## config.mk

```make
export PLATFORM = sky130hd
export DESIGN_NAME = alarm_sequencer
export DESIGN_NICKNAME = d
export VERILOG_FILES = /design/src/rtl/alarm_sequencer.sv
export SDC_FILE = /design/constraint.sdc
export NUM_CORES = 1
export LEC_CHECK = 0
export CORE_UTILIZATION = 46
export DETAILED_ROUTE_END_ITERATION = 12
export GPL_ROUTABILITY_DRIVEN = 0
export PLACE_DENSITY = 0.89
export SLEW_MARGIN = 20
export SYNTH_ARGS = -nofsm -noshare
export SYNTH_HDL_FRONTEND = slang
export SYNTH_SLANG_ARGS = --single-unit
```

## constraint.sdc

```tcl
create_clock -name clk -period 4.5 [get_ports clk]
set_input_delay 0.9 -clock clk [delete_from_list [all_inputs] [get_ports clk]]
set_output_delay 0.9 -clock clk [all_outputs]
set_load 0.1 [all_outputs]
```

## src/rtl/alarm_sequencer.sv

```systemverilog
`default_nettype none
// +----------------------------------------------------------------------------+
// | alarm_sequencer: multi-channel BCD alarm with snooze, limit and timeout.   |
// | Optional: SNOOZE_SHOW_EN shows snooze_time while waiting. Rev 1.0          |
// +----------------------------------------------------------------------------+
module alarm_sequencer #(
  parameter int NUM_ALARMS       = 2,
  parameter int SEL_W            = 3,
  parameter int SNOOZE_MIN       = 5,
  parameter int MAX_SNOOZES      = 3,
  parameter int RING_TIMEOUT_MIN = 10
) (
  input  logic                    clk,
  input  logic                    reset,
  input  logic [15:0]             current_time,
  input  logic                    minute_tick,
  input  logic [16*NUM_ALARMS-1:0] alarm_times,
  input  logic [NUM_ALARMS-1:0]   alarm_enable,
  input  logic                    do_snooze,
  input  logic                    stop_alarm,
  input  logic                    show_alarm,
  input  logic [SEL_W-1:0]        show_sel,
  output logic [15:0]             display,
  output logic                    sound_alarm,
  output logic [SEL_W-1:0]        active_alarm,
  output logic [15:0]             snooze_time,
  output logic [3:0]              snooze_count,
  output logic [1:0]              state_out
);

  typedef enum logic [1:0] {
    IDLE        = 2'd0,
    RINGING     = 2'd1,
    SNOOZE_CALC = 2'd2,
    SNOOZE_WAIT = 2'd3
  } state_t;

  localparam int              RC_W     = $clog2(RING_TIMEOUT_MIN + 2);
  localparam logic [RC_W-1:0] RC_LIMIT = RC_W'(RING_TIMEOUT_MIN);
  localparam logic [4:0]      SN_LO    = 5'(SNOOZE_MIN % 10);
  localparam logic [4:0]      SN_HI    = 5'(SNOOZE_MIN / 10);
  localparam logic [3:0]      MAX_CNT  = 4'(MAX_SNOOZES);

  state_t            state;
  logic [RC_W-1:0]   ring_cnt;
  logic              match_any;
  logic [SEL_W-1:0]  match_idx;
  logic              active_en;
  logic              timeout;
  logic [4:0]        ml_sum, mh_sum, hl_sum;
  logic [3:0]        hh_sum;
  logic [15:0]       snooze_next;

  assign state_out = state;
  assign timeout   = (RING_TIMEOUT_MIN != 0) && minute_tick &&
                     ((ring_cnt + RC_W'(1)) == RC_LIMIT);

  // Descending scan so the lowest matching channel wins.
  always_comb begin
    match_any = 1'b0;
    match_idx = '0;
    active_en = 1'b0;
    for (int i = NUM_ALARMS - 1; i >= 0; i--) begin
      if (alarm_enable[i] && (alarm_times[16*i +: 16] == current_time)) begin
        match_any = 1'b1;
        match_idx = SEL_W'(i);
      end
      if (active_alarm == SEL_W'(i)) active_en = alarm_enable[i];
    end
  end

  // Digit-wise BCD add; at most one carry ripples per digit since SNOOZE_MIN < 60.
  always_comb begin
    ml_sum = {1'b0, current_time[3:0]} + SN_LO;
    mh_sum = {1'b0, current_time[7:4]} + SN_HI;
    hl_sum = {1'b0, current_time[11:8]};
    hh_sum = current_time[15:12];
    if (ml_sum >= 5'd10) begin
      ml_sum = ml_sum - 5'd10;
      mh_sum = mh_sum + 5'd1;
    end
    if (mh_sum >= 5'd6) begin
      mh_sum = mh_sum - 5'd6;
      hl_sum = hl_sum + 5'd1;
    end
    if ((hh_sum == 4'd2) && (hl_sum == 5'd4)) begin
      hh_sum = 4'd0;
      hl_sum = 5'd0;
    end else if (hl_sum == 5'd10) begin
      hl_sum = 5'd0;
      hh_sum = hh_sum + 4'd1;
    end
    snooze_next = {hh_sum, hl_sum[3:0], mh_sum[3:0], ml_sum[3:0]};
  end

  always_comb begin
    display = current_time;
    if (show_alarm) begin
      for (int i = 0; i < NUM_ALARMS; i++) begin
        if (show_sel == SEL_W'(i)) display = alarm_times[16*i +: 16];
      end
    end
`ifdef SNOOZE_SHOW_EN
    if (show_alarm && (state == SNOOZE_WAIT)) display = snooze_time;
`else
`endif
  end

  always_ff @(posedge clk) begin
    if (reset) begin
      state        <= IDLE;
      sound_alarm  <= 1'b0;
      active_alarm <= '0;
      snooze_time  <= 16'h0000;
      snooze_count <= 4'd0;
      ring_cnt     <= '0;
    end else begin
      case (state)
        IDLE: begin
          if (minute_tick && match_any) begin
            state        <= RINGING;
            sound_alarm  <= 1'b1;
            active_alarm <= match_idx;
            snooze_count <= 4'd0;
            ring_cnt     <= '0;
          end
        end
        RINGING: begin
          if (stop_alarm || !active_en || (do_snooze && (snooze_count == MAX_CNT))) begin
            state       <= IDLE;
            sound_alarm <= 1'b0;
          end else if (do_snooze) begin
            state        <= SNOOZE_CALC;
            sound_alarm  <= 1'b0;
            snooze_count <= snooze_count + 4'd1;
          end else if (timeout) begin
            state       <= IDLE;
            sound_alarm <= 1'b0;
          end else if (minute_tick) begin
            ring_cnt <= ring_cnt + RC_W'(1);
          end
        end
        SNOOZE_CALC: begin
          snooze_time <= snooze_next;
          state       <= SNOOZE_WAIT;
        end
        SNOOZE_WAIT: begin
          if (stop_alarm) begin
            state <= IDLE;
          end else if (minute_tick && (current_time == snooze_time)) begin
            state       <= RINGING;
            sound_alarm <= 1'b1;
            ring_cnt    <= '0;
          end
        end
        default: begin
          state       <= IDLE;
          sound_alarm <= 1'b0;
        end
      endcase
    end
  end

endmodule
`default_nettype wire
```

==> impl_metrics.yaml <==
status:
  status: "finished, final reports clean"
pwr:
  design_power_total_w: 0.0007678
  worst_ir_drop_vdd_uv: 114.6
  total_leakage_power_nw: 1.534
  power-per-cell-area_nw_per_um2: 191.4
flow_run:
  max_cap_viol_count: 0
timing:
  hold-worst-slack_ns: 0.4917
  shortest_clock_period_the_worst_path_allows_after_layout_ns: 4.285
  final-hold-violation-count: 0
  rsz0062_at_grt: "no"
  worst_skew_ns: 0.003456
  worst-slew-pin-transition_ns: 1.007
  finalMaxSlewViolations: 0
  relSlewSlack: 0.3263
  max_clock_freq_mhz: 233.3
  setup_viol: 0
  setup_tns_ns: 0
  final.period_utilization: 0.9523
layout:
  area_occupied_by_multi_input_gates_um2: 2205
  syn_to_final_growth_pct: 38.61
  fin_area_um2: 4011
  design.final.nets: 539
  fillCellCount: 479
  drive_gt1_frac: 0.1197
  number_of_antenna_cells_inserted: 0
  final-seq-area_um2: 560.5
clocking:
  hold_buffer_count_at_cts: 0
  clock_sinks: 28
  cts_root_buf: "sky130_fd_sc_hd__clkbuf_8"
  cts_tree: "yes"
  clkTransAtPathRegs_ns: 0.09
  cts-root-to-sink-buffers: 2
  cts_max_level: 1
  clkLatencyLatePin_ns: 0.27
  cts_inserted_buffers: 3
synth:
  synth.avg_cell_area_um2: 7.676
  yosys-top-cells-count: "sky130_fd_sc_hd__nor2_1, sky130_fd_sc_hd__xor2_1, sky130_fd_sc_hd__a21oi_1"
  ys.flop_type: "sky130_fd_sc_hd__dfxtp_1"
  synthesis.yosys.warnings: 0
  synth_largest_type_area_fraction: 0.1937
  mappedNetlistArea_um2: 2894
  yosysUniqueCellTypes: 59
  yosys.cell_count.top_type: "sky130_fd_sc_hd__nor2_1"
  synthCells: 377
  asyncSetResetFlopFracSynth: 0
  synth_top_cells_by_area: "sky130_fd_sc_hd__dfxtp_1, sky130_fd_sc_hd__xor2_1, sky130_fd_sc_hd__mux2i_1"
  synth_largest_area_cell: "sky130_fd_sc_hd__dfxtp_1"
  synth_enable_flop_cells: 0
  yosys_register_bits: 28
  synth-seq-area-share: 0.1937
routing:
  route.detailed.wl_per_inst_um: 15.43
  drcViolationCount: 0
  detail_route.iter0.violations: 173
  first_pass_iters: 4
  routed_via_density: 5.692
  route.vias.total: 3091
  ant_nets: 0
  route.final.wire_length_um: 8380
critical_path:
  critPathCaptureType: "flop"
  cp_slowest_cell: "sky130_fd_sc_hd__clkdlybuf4s50_1"
  critPathBufInv: 2
  worstPathCellList: "clkdlybuf4s50_1 -> inv_1 -> ha_1 -> ha_2 -> or3b_1 -> o211ai_1 -> a2111oi_4 -> nand2_1 -> ha_2 -> nor3b_2 -> mux2_4 -> nand2_2 -> mux2i_2 -> o41ai_4 -> o21ai_1"
  startpoint_type: "primary input"
  crit_top_cell: "sky130_fd_sc_hd__ha_2"
  worst_ep_arrival_time_ns: 4.44
  critPathMaxStageDelay_ns: 0.51
  timing.critical_path.required_ns: 4.66
  path_delay_family: "compound AO/OA/AOI/OAI gates"
  cp_max_fo: 6
  path_class: "primary input to flop"
placed_design:
  placement.io_buffers: 98
  place.detailed.hpwl_um: 6802
  placedInstanceArea_um2: 3923
global_routing:
  grt_max_degree: 33
  grt_overflow_total: 0
  grt_pass1_wl_um: 13400
  grtUsageTotal: 0.2582
  first_global_vias: 3005
  antenna_violations_before_repair: 0
die:
  start_util: 0.4831
  core.rowCount: 28
  floorplan.core_area_um2: 5991
  io_pins: 101
  die-area_um2: 6613
  floorplan.die.height_um: 81.32
  die_w_um: 81.32
hold_path:
  min-delay-path-class: "flop to flop"
-- final timing paths --
kind,start,endpoint,slack (ns),depth (start not counted)
worst max-delay path,current_time[1],snooze_time[10],0.21,15
worst min-delay path,snooze_time[12],snooze_time[12],0.49,2
worst max register to register,snooze_count[0],snooze_count[3],2.34,6
worst min register to register,snooze_time[12],snooze_time[12],0.49,2
-- cells by family after synthesis --
family	count (synthesis)	share of synthesized area
AOI/OAI and AO/OA	76	0.1803
xor gates and xnor gates	64	0.1937
adders and majority gates	11	0.04756
buffers and inverters	36	0.05577
DFF	28	0.1937
muxes	23	0.08171
other	1	0.001296
and+or+nand+nor	138	0.2460
-- layer usage --
layer	GRT usage	part of all wire	up-vias
li1	-	-	1501
met1	0.3072	0.42	1406
met2	0.4642	0.48	158
met3	0.02809	0.073	26
met4	0.1071	0.029	0
met5	0	0	-
-- flip-flops by register name, indices dropped and copies added, names as in the netlist, named ones only --
name	flops
sound_alarm	1
state_out	1
active_alarm	1
snooze_count	4
snooze_time	16
ring_cnt	4
-- worst reg2reg max path: cells and delay by family (launching register included) --
kind,cells,cell delay [ns]
adders and majority gates,1,0.24
DFF,1,0.37
and+or+nand+nor,2,0.62
AOI/OAI and AO/OA,3,0.86
-- cell usage in the layout, fill, tap and decap left out, types with 6 or more instances in the layout --
cell	Yosys	layout
sky130_fd_sc_hd__nand2b_1	6	6
sky130_fd_sc_hd__ha_1	11	8
sky130_fd_sc_hd__inv_1	7	7
sky130_fd_sc_hd__a21oi_1	36	36
sky130_fd_sc_hd__dfxtp_1	28	28
sky130_fd_sc_hd__nor3_1	11	11
sky130_fd_sc_hd__nand3_1	10	10
sky130_fd_sc_hd__nand2_1	25	25
sky130_fd_sc_hd__xnor2_1	24	24
sky130_fd_sc_hd__nor2_1	41	41
sky130_fd_sc_hd__mux2i_1	21	20
sky130_fd_sc_hd__buf_4	4	33
sky130_fd_sc_hd__xor2_1	40	39
sky130_fd_sc_hd__clkdlybuf4s50_1	0	81
sky130_fd_sc_hd__nor4_1	9	9
-- report_power, final --
part	leakage, nW	internal (W)	total [W]	switching [W]
clock	0.0288	0.0000784	0.000158	0.0000792
sequential	0.225	0.000248	0.000248	0.00000000175
combinational	1.28	0.000140	0.000363	0.000223
total	1.53	0.000465	0.000768	0.000302
-- metrics by stage --
step	std cells	utilization	worst slack (ns)
floorplan	378	-	0.2605
global placement	538	0.6548	0.1196
detailed placement	538	0.6548	-0.1647
CTS	542	0.6640	0.1178
global route	543	0.6696	0.002275
finish	543	0.6696	0.2146
-- area by class of cell --
| class | instances | area share |
|---|---|---|
| clock buffers | 4 | 0.01372 |
| inverters | 7 | 0.006550 |
| repair buffers | 115 | 0.2670 |
| multi-input cells | 314 | 0.5496 |
| well taps | 75 | 0.02339 |
| flip-flops and latches | 28 | 0.1397 |
-- timing repair --
item                                   CTS  global route
setup endpoints to repair                0             6
endpoints found under the hold margin    0             0
setup buffers                            0             1
resized for setup                        0             7
No activity file was read; power rests on OpenSTA's default activity.
